### src/rtl/rv32_decode_pkg.sv
// Shared RV32 decode types: opcodes, ALU/branch codes and the decoded control bundle.
package rv32_decode_pkg;

  localparam int unsigned ALU_CODE_W = 5;
  localparam int unsigned REG_W      = 5;

  localparam logic [6:0] OPC_LUI    = 7'h37;
  localparam logic [6:0] OPC_AUIPC  = 7'h17;
  localparam logic [6:0] OPC_JAL    = 7'h6F;
  localparam logic [6:0] OPC_JALR   = 7'h67;
  localparam logic [6:0] OPC_BRANCH = 7'h63;
  localparam logic [6:0] OPC_LOAD   = 7'h03;
  localparam logic [6:0] OPC_STORE  = 7'h23;
  localparam logic [6:0] OPC_OP_IMM = 7'h13;
  localparam logic [6:0] OPC_OP     = 7'h33;

  localparam logic [ALU_CODE_W-1:0] ALU_ADD = 5'h00;
  localparam logic [ALU_CODE_W-1:0] ALU_CPY = 5'h0F;

  localparam logic [2:0] BR_EQ  = 3'd0;
  localparam logic [2:0] BR_NE  = 3'd1;
  localparam logic [2:0] BR_LT  = 3'd4;
  localparam logic [2:0] BR_GE  = 3'd5;
  localparam logic [2:0] BR_LTU = 3'd6;
  localparam logic [2:0] BR_GEU = 3'd7;

  typedef struct packed {
    logic                  reg_write;
    logic                  link_write;
    logic [2:0]            branch_type;
    logic                  test_branch;
    logic                  always_branch;
    logic                  absolute_branch;
    logic                  use_imm;
    logic                  use_pc;
    logic [ALU_CODE_W-1:0] alu_code;
    logic                  ram_write;
    logic                  ram_read;
  } decode_ctrl_t;

  typedef struct packed {
    logic [REG_W-1:0] rs1;
    logic [REG_W-1:0] rs2;
    logic [REG_W-1:0] rd;
    decode_ctrl_t     ctrl;
    logic             illegal;
  } decode_fields_t;

endpackage

### src/rtl/decode_stage_rv32_if.sv
// Upstream instruction handshake and downstream decoded-bundle handshake of the decode stage.
interface decode_stage_rv32_if
  import rv32_decode_pkg::*;
#(
  parameter int unsigned DATAW = 32
);
  logic             in_valid;
  logic             in_ready;
  logic [31:0]      ins;
  logic [DATAW-1:0] in_pc;
  logic             flush;
  logic             out_valid;
  logic             out_ready;
  logic [DATAW-1:0] out_pc;
  logic [REG_W-1:0] rs1;
  logic [REG_W-1:0] rs2;
  logic [REG_W-1:0] rd;
  decode_ctrl_t     ctrl;
  logic [DATAW-1:0] imm;
  logic             illegal;

  modport master (
    output in_valid, ins, in_pc, flush, out_ready,
    input  in_ready, out_valid, out_pc, rs1, rs2, rd, ctrl, imm, illegal
  );

  modport slave (
    input  in_valid, ins, in_pc, flush, out_ready,
    output in_ready, out_valid, out_pc, rs1, rs2, rd, ctrl, imm, illegal
  );
endinterface

### src/rtl/rv32_decode_comb.sv
// Purely combinational RV32I(+M) decoder: register fields, control bundle, immediate, legality.
module rv32_decode_comb
  import rv32_decode_pkg::*;
#(
  parameter int unsigned DATAW    = 32,
  parameter int unsigned ENABLE_M = 1,
  parameter int unsigned ALUW     = (ENABLE_M != 0) ? 5 : 4
) (
  input  logic [31:0]      ins,
  output decode_fields_t   fields_c,
  output logic [DATAW-1:0] imm_c
);

  logic [6:0]            opcode;
  logic [2:0]            funct3;
  logic [6:0]            funct7;
  logic [31:0]           imm_i, imm_s, imm_b, imm_u, imm_j;
  logic [31:0]           imm32;
  logic [ALU_CODE_W-1:0] alu;
  decode_ctrl_t          ctrl;
  logic                  illegal;

  assign opcode = ins[6:0];
  assign funct3 = ins[14:12];
  assign funct7 = ins[31:25];
  assign imm_i  = {{20{ins[31]}}, ins[31:20]};
  assign imm_s  = {{20{ins[31]}}, ins[31:25], ins[11:7]};
  assign imm_b  = {{19{ins[31]}}, ins[31], ins[7], ins[30:25], ins[11:8], 1'b0};
  assign imm_u  = {ins[31:12], 12'h000};
  assign imm_j  = {{11{ins[31]}}, ins[31], ins[19:12], ins[20], ins[30:21], 1'b0};

  always_comb begin
    ctrl    = '0;
    alu     = ALU_ADD;
    imm32   = '0;
    illegal = 1'b0;
    case (opcode)
      OPC_OP_IMM: begin
        ctrl.reg_write = 1'b1;
        ctrl.use_imm   = 1'b1;
        imm32          = imm_i;
        alu            = {1'b0, (funct3 == 3'd5) ? ins[30] : 1'b0, funct3};
        if (funct3 == 3'd1 && funct7 != 7'h00) illegal = 1'b1;
        if (funct3 == 3'd5 && funct7 != 7'h00 && funct7 != 7'h20) illegal = 1'b1;
      end
      OPC_OP: begin
        ctrl.reg_write = 1'b1;
        case (funct7)
          7'h00: alu = {2'b00, funct3};
          7'h20: begin
            alu = {2'b01, funct3};
            if (funct3 != 3'd0 && funct3 != 3'd5) illegal = 1'b1;
          end
          7'h01: begin
            alu = {2'b10, funct3};
            if (ENABLE_M == 0) illegal = 1'b1;
          end
          default: illegal = 1'b1;
        endcase
      end
      OPC_LUI: begin
        ctrl.reg_write = 1'b1;
        ctrl.use_imm   = 1'b1;
        alu            = ALU_CPY;
        imm32          = imm_u;
      end
      OPC_AUIPC: begin
        ctrl.reg_write = 1'b1;
        ctrl.use_imm   = 1'b1;
        ctrl.use_pc    = 1'b1;
        imm32          = imm_u;
      end
      OPC_JAL: begin
        ctrl.reg_write     = 1'b1;
        ctrl.link_write    = 1'b1;
        ctrl.always_branch = 1'b1;
        ctrl.use_imm       = 1'b1;
        alu                = ALU_CPY;
        imm32              = imm_j;
      end
      OPC_JALR: begin
        ctrl.reg_write       = 1'b1;
        ctrl.link_write      = 1'b1;
        ctrl.absolute_branch = 1'b1;
        ctrl.use_imm         = 1'b1;
        imm32                = imm_i;
        if (funct3 != 3'd0) illegal = 1'b1;
      end
      OPC_BRANCH: begin
        ctrl.test_branch = 1'b1;
        ctrl.use_pc      = 1'b1;
        ctrl.use_imm     = 1'b1;
        ctrl.branch_type = funct3;
        imm32            = imm_b;
        case (funct3)
          BR_EQ, BR_NE, BR_LT, BR_GE, BR_LTU, BR_GEU: illegal = 1'b0;
          default:                                    illegal = 1'b1;
        endcase
      end
      OPC_LOAD: begin
        ctrl.reg_write = 1'b1;
        ctrl.ram_read  = 1'b1;
        ctrl.use_imm   = 1'b1;
        imm32          = imm_i;
        if (funct3 == 3'd3 || funct3 == 3'd6 || funct3 == 3'd7) illegal = 1'b1;
      end
      OPC_STORE: begin
        ctrl.ram_write = 1'b1;
        ctrl.use_imm   = 1'b1;
        imm32          = imm_s;
        if (funct3 > 3'd2) illegal = 1'b1;
      end
      default: illegal = 1'b1;
    endcase
    ctrl.alu_code = ALU_CODE_W'(alu[ALUW-1:0]);
    // Illegal bundles still flow downstream but must not change architectural state.
    if (illegal) begin
      ctrl.reg_write       = 1'b0;
      ctrl.link_write      = 1'b0;
      ctrl.test_branch     = 1'b0;
      ctrl.always_branch   = 1'b0;
      ctrl.absolute_branch = 1'b0;
      ctrl.ram_write       = 1'b0;
      ctrl.ram_read        = 1'b0;
    end
  end

  assign fields_c.rs1     = ins[19:15];
  assign fields_c.rs2     = ins[24:20];
  assign fields_c.rd      = ins[11:7];
  assign fields_c.ctrl    = ctrl;
  assign fields_c.illegal = illegal;
  assign imm_c            = DATAW'($signed(imm32));

endmodule

### src/rtl/decode_stage_rv32.sv
// RV32 decode pipeline stage: combinational decode into an output register backed by one skid entry.
module decode_stage_rv32
  import rv32_decode_pkg::*;
#(
  parameter int unsigned DATAW    = 32,
  parameter int unsigned ENABLE_M = 1,
  parameter int unsigned ALUW     = (ENABLE_M != 0) ? 5 : 4
) (
  input logic               clock,
  input logic               nReset,
  decode_stage_rv32_if.slave bus
);

  decode_fields_t   dec_fields_c;
  logic [DATAW-1:0] dec_imm_c;

  rv32_decode_comb #(
    .DATAW    (DATAW),
    .ENABLE_M (ENABLE_M),
    .ALUW     (ALUW)
  ) u_dec (
    .ins      (bus.ins),
    .fields_c (dec_fields_c),
    .imm_c    (dec_imm_c)
  );

  logic             in_ready_q, in_ready_d;
  logic             out_valid_q, out_valid_d;
  decode_fields_t   out_fields_q, out_fields_d;
  logic [DATAW-1:0] out_imm_q, out_imm_d;
  logic [DATAW-1:0] out_pc_q, out_pc_d;
  logic             skid_valid_q, skid_valid_d;
  decode_fields_t   skid_fields_q, skid_fields_d;
  logic [DATAW-1:0] skid_imm_q, skid_imm_d;
  logic [DATAW-1:0] skid_pc_q, skid_pc_d;
  logic             accept_c, consume_c;

  // Accept/consume bookkeeping; skid only fills when the output slot is held.
  always_comb begin
    out_valid_d   = out_valid_q;
    out_fields_d  = out_fields_q;
    out_imm_d     = out_imm_q;
    out_pc_d      = out_pc_q;
    skid_valid_d  = skid_valid_q;
    skid_fields_d = skid_fields_q;
    skid_imm_d    = skid_imm_q;
    skid_pc_d     = skid_pc_q;
    accept_c      = bus.in_valid & in_ready_q;
    consume_c     = out_valid_q & bus.out_ready;
    if (bus.flush) begin
      out_valid_d  = 1'b0;
      skid_valid_d = 1'b0;
    end else if (consume_c && skid_valid_q) begin
      out_fields_d = skid_fields_q;
      out_imm_d    = skid_imm_q;
      out_pc_d     = skid_pc_q;
      skid_valid_d = 1'b0;
    end else if (accept_c && (!out_valid_q || consume_c)) begin
      out_valid_d  = 1'b1;
      out_fields_d = dec_fields_c;
      out_imm_d    = dec_imm_c;
      out_pc_d     = bus.in_pc;
    end else if (accept_c) begin
      skid_valid_d  = 1'b1;
      skid_fields_d = dec_fields_c;
      skid_imm_d    = dec_imm_c;
      skid_pc_d     = bus.in_pc;
    end else if (consume_c) begin
      out_valid_d = 1'b0;
    end
    in_ready_d = ~skid_valid_d;
  end

  always_ff @(posedge clock or negedge nReset) begin
    if (!nReset) begin
      in_ready_q    <= 1'b1;
      out_valid_q   <= 1'b0;
      out_fields_q  <= '0;
      out_imm_q     <= '0;
      out_pc_q      <= '0;
      skid_valid_q  <= 1'b0;
      skid_fields_q <= '0;
      skid_imm_q    <= '0;
      skid_pc_q     <= '0;
    end else begin
      in_ready_q    <= in_ready_d;
      out_valid_q   <= out_valid_d;
      out_fields_q  <= out_fields_d;
      out_imm_q     <= out_imm_d;
      out_pc_q      <= out_pc_d;
      skid_valid_q  <= skid_valid_d;
      skid_fields_q <= skid_fields_d;
      skid_imm_q    <= skid_imm_d;
      skid_pc_q     <= skid_pc_d;
    end
  end

  assign bus.in_ready  = in_ready_q;
  assign bus.out_valid = out_valid_q;
  assign bus.out_pc    = out_pc_q;
  assign bus.rs1       = out_fields_q.rs1;
  assign bus.rs2       = out_fields_q.rs2;
  assign bus.rd        = out_fields_q.rd;
  assign bus.ctrl      = out_fields_q.ctrl;
  assign bus.imm       = out_imm_q;
  assign bus.illegal   = out_fields_q.illegal;

endmodule

### src/flat_wrapper.sv
// flat-port wrapper written by rule: the top's interface ports become plain ports
module decode_stage_rv32_flat import rv32_decode_pkg::*;
#(
  parameter int unsigned DATAW    = 32,
  parameter int unsigned ENABLE_M = 1,
  parameter int unsigned ALUW     = (ENABLE_M != 0) ? 5 : 4
)
  (clock, nReset, bus_in_valid, bus_ins, bus_in_pc, bus_flush, bus_out_ready, bus_in_ready, bus_out_valid, bus_out_pc, bus_rs1, bus_rs2, bus_rd, bus_ctrl, bus_imm, bus_illegal);
  decode_stage_rv32_if #(.DATAW(DATAW)) bus_i ();
  input logic clock;
  input logic nReset;
  input wire logic [$bits(bus_i.in_valid)-1:0] bus_in_valid;
  input wire logic [$bits(bus_i.ins)-1:0] bus_ins;
  input wire logic [$bits(bus_i.in_pc)-1:0] bus_in_pc;
  input wire logic [$bits(bus_i.flush)-1:0] bus_flush;
  input wire logic [$bits(bus_i.out_ready)-1:0] bus_out_ready;
  output wire logic [$bits(bus_i.in_ready)-1:0] bus_in_ready;
  output wire logic [$bits(bus_i.out_valid)-1:0] bus_out_valid;
  output wire logic [$bits(bus_i.out_pc)-1:0] bus_out_pc;
  output wire logic [$bits(bus_i.rs1)-1:0] bus_rs1;
  output wire logic [$bits(bus_i.rs2)-1:0] bus_rs2;
  output wire logic [$bits(bus_i.rd)-1:0] bus_rd;
  output wire logic [$bits(bus_i.ctrl)-1:0] bus_ctrl;
  output wire logic [$bits(bus_i.imm)-1:0] bus_imm;
  output wire logic [$bits(bus_i.illegal)-1:0] bus_illegal;
  assign bus_i.in_valid = bus_in_valid;
  assign bus_i.ins = bus_ins;
  assign bus_i.in_pc = bus_in_pc;
  assign bus_i.flush = bus_flush;
  assign bus_i.out_ready = bus_out_ready;
  assign bus_in_ready = bus_i.in_ready;
  assign bus_out_valid = bus_i.out_valid;
  assign bus_out_pc = bus_i.out_pc;
  assign bus_rs1 = bus_i.rs1;
  assign bus_rs2 = bus_i.rs2;
  assign bus_rd = bus_i.rd;
  assign bus_ctrl = bus_i.ctrl;
  assign bus_imm = bus_i.imm;
  assign bus_illegal = bus_i.illegal;
  decode_stage_rv32 #(.DATAW(DATAW), .ENABLE_M(ENABLE_M), .ALUW(ALUW)) u_core (.clock(clock), .nReset(nReset), .bus(bus_i));
endmodule
### config.mk
export PLATFORM = sky130hd
export DESIGN_NAME = decode_stage_rv32_flat
export DESIGN_NICKNAME = d
export VERILOG_FILES = /design/src/rtl/rv32_decode_pkg.sv /design/src/rtl/decode_stage_rv32_if.sv /design/src/rtl/rv32_decode_comb.sv /design/src/rtl/decode_stage_rv32.sv /design/src/flat_wrapper.sv
export SDC_FILE = /design/constraint.sdc
export NUM_CORES = 1
export LEC_CHECK = 0
export ABC_AREA = 1
export BUFFER_PORTS_ARGS = -buffer_cell sky130_fd_sc_hd__buf_4
export CAP_MARGIN = 40
export CORE_AREA = 2 2 134 162
export CTS_BUF_LIST = sky130_fd_sc_hd__clkbuf_4 sky130_fd_sc_hd__clkbuf_8 sky130_fd_sc_hd__clkbuf_16
export CTS_CLUSTER_SIZE = 14
export DETAILED_ROUTE_END_ITERATION = 8
export DIE_AREA = 0 0 136 164
export GPL_ROUTABILITY_DRIVEN = 0
export PLACE_DENSITY_LB_ADDON = 0.1
export SLEW_MARGIN = 10
export SYNTH_ARGS = -nofsm -noshare
export SYNTH_HDL_FRONTEND = slang
export SYNTH_SLANG_ARGS = --single-unit
### constraint.sdc
create_clock -name clock -period 2.6 [get_ports clock]
set_input_delay 0.52 -clock clock [delete_from_list [all_inputs] [get_ports clock]]
set_output_delay 0.52 -clock clock [all_outputs]
set_load 0.005 [all_outputs]
==> results.md <==
- Startpoint Class: flip-flop
- Max-Cap Viols: 0
- Final worst slack: 563 ps
- Worst Tran Pin Value: 536 ps
- Worst EP arrival: 2410 ps
- Clk_skew: 9.63 ps
- Busiest grt layer: met2
- Area contributors post-synth: dfrtp_1 53%, nand2_1 18%, nor2_1 5.5%
- Worst-path clk slew: 80 ps
- Pleak: 5.99 nW
- M3 GR Usage: 3.15%
- Synth top area share: 53.1%
- Met2 global-route usage: 37.0%
- Port bufs: 167
- Nets: 1352
- CTS tree: yes
- Clk buf depth: 2
- Die W: 136 microns
- Sink Count: 197
- Hold buffers post-CTS: 0
- Synthesized net count: 1219
- Number of vias per cell: 5.04
- HPWL after DPL: 15600 microns
- Vias in the first global route: 7511
- Reg2Reg Depth: 9
- Postcts setup bufs: 0
- Final ANT Viol Nets: 0
- DR iter-0 viols: 558
- Via count: 7888
- # IOs: 168
- Worst Setup End Kind: flip-flop
- Total CTS buffers: 17
- Site Rows: 58
- Hold Fails Final Rpt: 0
- TNS Setup: 0 ps
- Antenna violations before repair: 0
- Post-cts resize count: 0
- First-pass GRT wire length: 39100 microns
- Ys Warns: 0
- CP Max Fanout: 72
- Status: finished clean
- Core Region: 0.0208 sq mm
- Cell taking the most area after synthesis: dfrtp_1
- RSZ-0062 raised after global routing: false
- Commonest non-fill, non-tap cells in the layout: 443 x nand2_1, 196 x dfrtp_1, 171 x buf_4
- Avg Cell Area, Syn: 8.03 sq um
- Setup violators final: 0
- FF+latch count, synth: 197
- Wire per inst: 15.5 microns
- Slew margin rel.: 64.3%
- Sequential share of the synthesized area: 53.4%
- Worst reg2reg startpoint: u_core.bus.in_ready
- Post-Syn Area: 0.00923 sq mm
- Met1 Resource Use GR: 30.1%
- Period utilization: 78.3%
- Fillers: 2019
- Netlist cell types: 32
- Final WL: 24300 microns
- Leading cell type in the layout, fill and taps excluded: nand2_1
- Die height: 164 microns
- Max-slew violations: 0
- Crit Path Category: reg2reg
- ANT cells: 0
- Cell area power density: 712 mW/mm^2
- Initial Util: 44.5%
- Grt total ovfl: 0
- Clock Root Buffer: clkbuf_16
- Post-route minimum period: 2040 ps
- Worst EP required: 2970 ps
- GRT Total Usage: 22.3%
- DRC violations left: 0
- Fraction of layout cells with a size suffix above 1: 21.1%
- Pre-CTS WS: 443 ps
- Pin count of the biggest net entering global routing: 103
- First-pass DRT Iterations: 8
- Synthesis-to-finish area growth: 22.9%
- Worst min path class: in2async
- H-tree levels: 4
- Die Footprint: 0.0223 sq mm
- Worst reg2reg path endpoint: u_core.bus.imm[0]
- Mapped Cells: 1150
- R2R Setup Slk: 560 ps
- Max VDD drop: 0.000475 V
- Fmax: 0.491 GHz
- Worst-skew pair later-pin latency: 440 ps
through the flow:
step | cells | area [sq um] | util, % | hold WS [ps] | total power [mW]
after floorplan | 1150 | 9230 | - | 224 | 4.69
after global placement | 1534 | 10800 | 51.9 | 453 | 5.55
after detailed placement | 1534 | 10800 | 51.9 | 459 | 5.60
after CTS | 1566 | 11300 | 54.7 | 79.3 | 8.17
after global routing | 1566 | 11300 | 54.7 | 89.6 | 8.53
final | 1566 | 11300 | 54.7 | 48.5 | 8.08
state kept, by name (all words and copies together) (netlist names), 5 cells and up:
register              count
u_core.bus.ctrl          17
u_core.bus.imm           32
u_core.bus.out_pc        32
u_core.bus.rd             5
u_core.bus.rs1            5
u_core.bus.rs2            5
u_core.skid_fields_q     33
u_core.skid_imm_q        32
u_core.skid_pc_q         32
area by class of cell:
class	count	area [sq um]	area share [%]
inverter	49	189	1.67
clock buffer	19	453	3.99
timing repair buffer	183	1520	13.4
tap	270	338	2.98
clock inverter	13	114	1.00
sequential	197	4930	43.5
multi-input combinational	835	3800	33.5
where the power goes:
group          internal [mW]  switching (mW)
clock                   1.31            1.26
combinational          0.780           0.807
sequential              3.62           0.305
cells by family after synthesis:
logic type | synth area share [%]
and+or+nand+nor | 30.1
AOI/OAI and AO/OA | 10.9
DFF | 53.4
buffers and inverters | 5.60
how the worst max path moves through the flow:
stage                                to                start  slack (ps)
2_1_floorplan        u_core.bus.imm[21]           bus_ins[1]         980
4_1_cts               u_core.bus.imm[0]  u_core.bus.in_ready         570
6_report              u_core.bus.imm[0]  u_core.bus.in_ready         560
5_1_grt               u_core.bus.imm[0]  u_core.bus.in_ready         400
3_3_place_gp       u_core.skid_pc_q[21]         bus_in_valid         520
3_5_place_dp   u_core.skid_fields_q[13]         bus_in_valid         440
critical path: stages (launching register included):
cell and delay, ps:
dfstp_2 530, nand2_1 70, a21oi_1 250, nand2_1 170, nand2_4 250, inv_2 80, buf_12 230, a21oi_1 140
o21ai_0 150, nand2_1 100
routing by layer:
layer,vias to the layer above,share of wire [%]
met3,21,4.6
met1,3718,45
met4,0,1.8
met2,199,49
met5,-,0
li1,3950,-
synth_stat cells:
cell type	count
a21oi_1	39
a21oi_2	2
a21oi_4	1
a31oi_1	57
buf_1	16
buf_2	15
buf_4	3
buf_6	4
buf_8	1
clkbuf_1	30
dfrtp_1	196
dfstp_2	1
inv_1	42
inv_2	6
inv_4	1
nand2_1	444
nand2_2	5
nand2_4	6
nand2_8	1
nand3_1	31
nand3_2	20
nand4_1	3
nor2_1	135
nor2_2	4
nor2_4	4
nor2_8	2
nor3_1	1
o21ai_0	39
o21ai_1	33
o22ai_1	4
o311ai_0	1
o31ai_1	3
No activity file was read; power rests on OpenSTA's default activity.
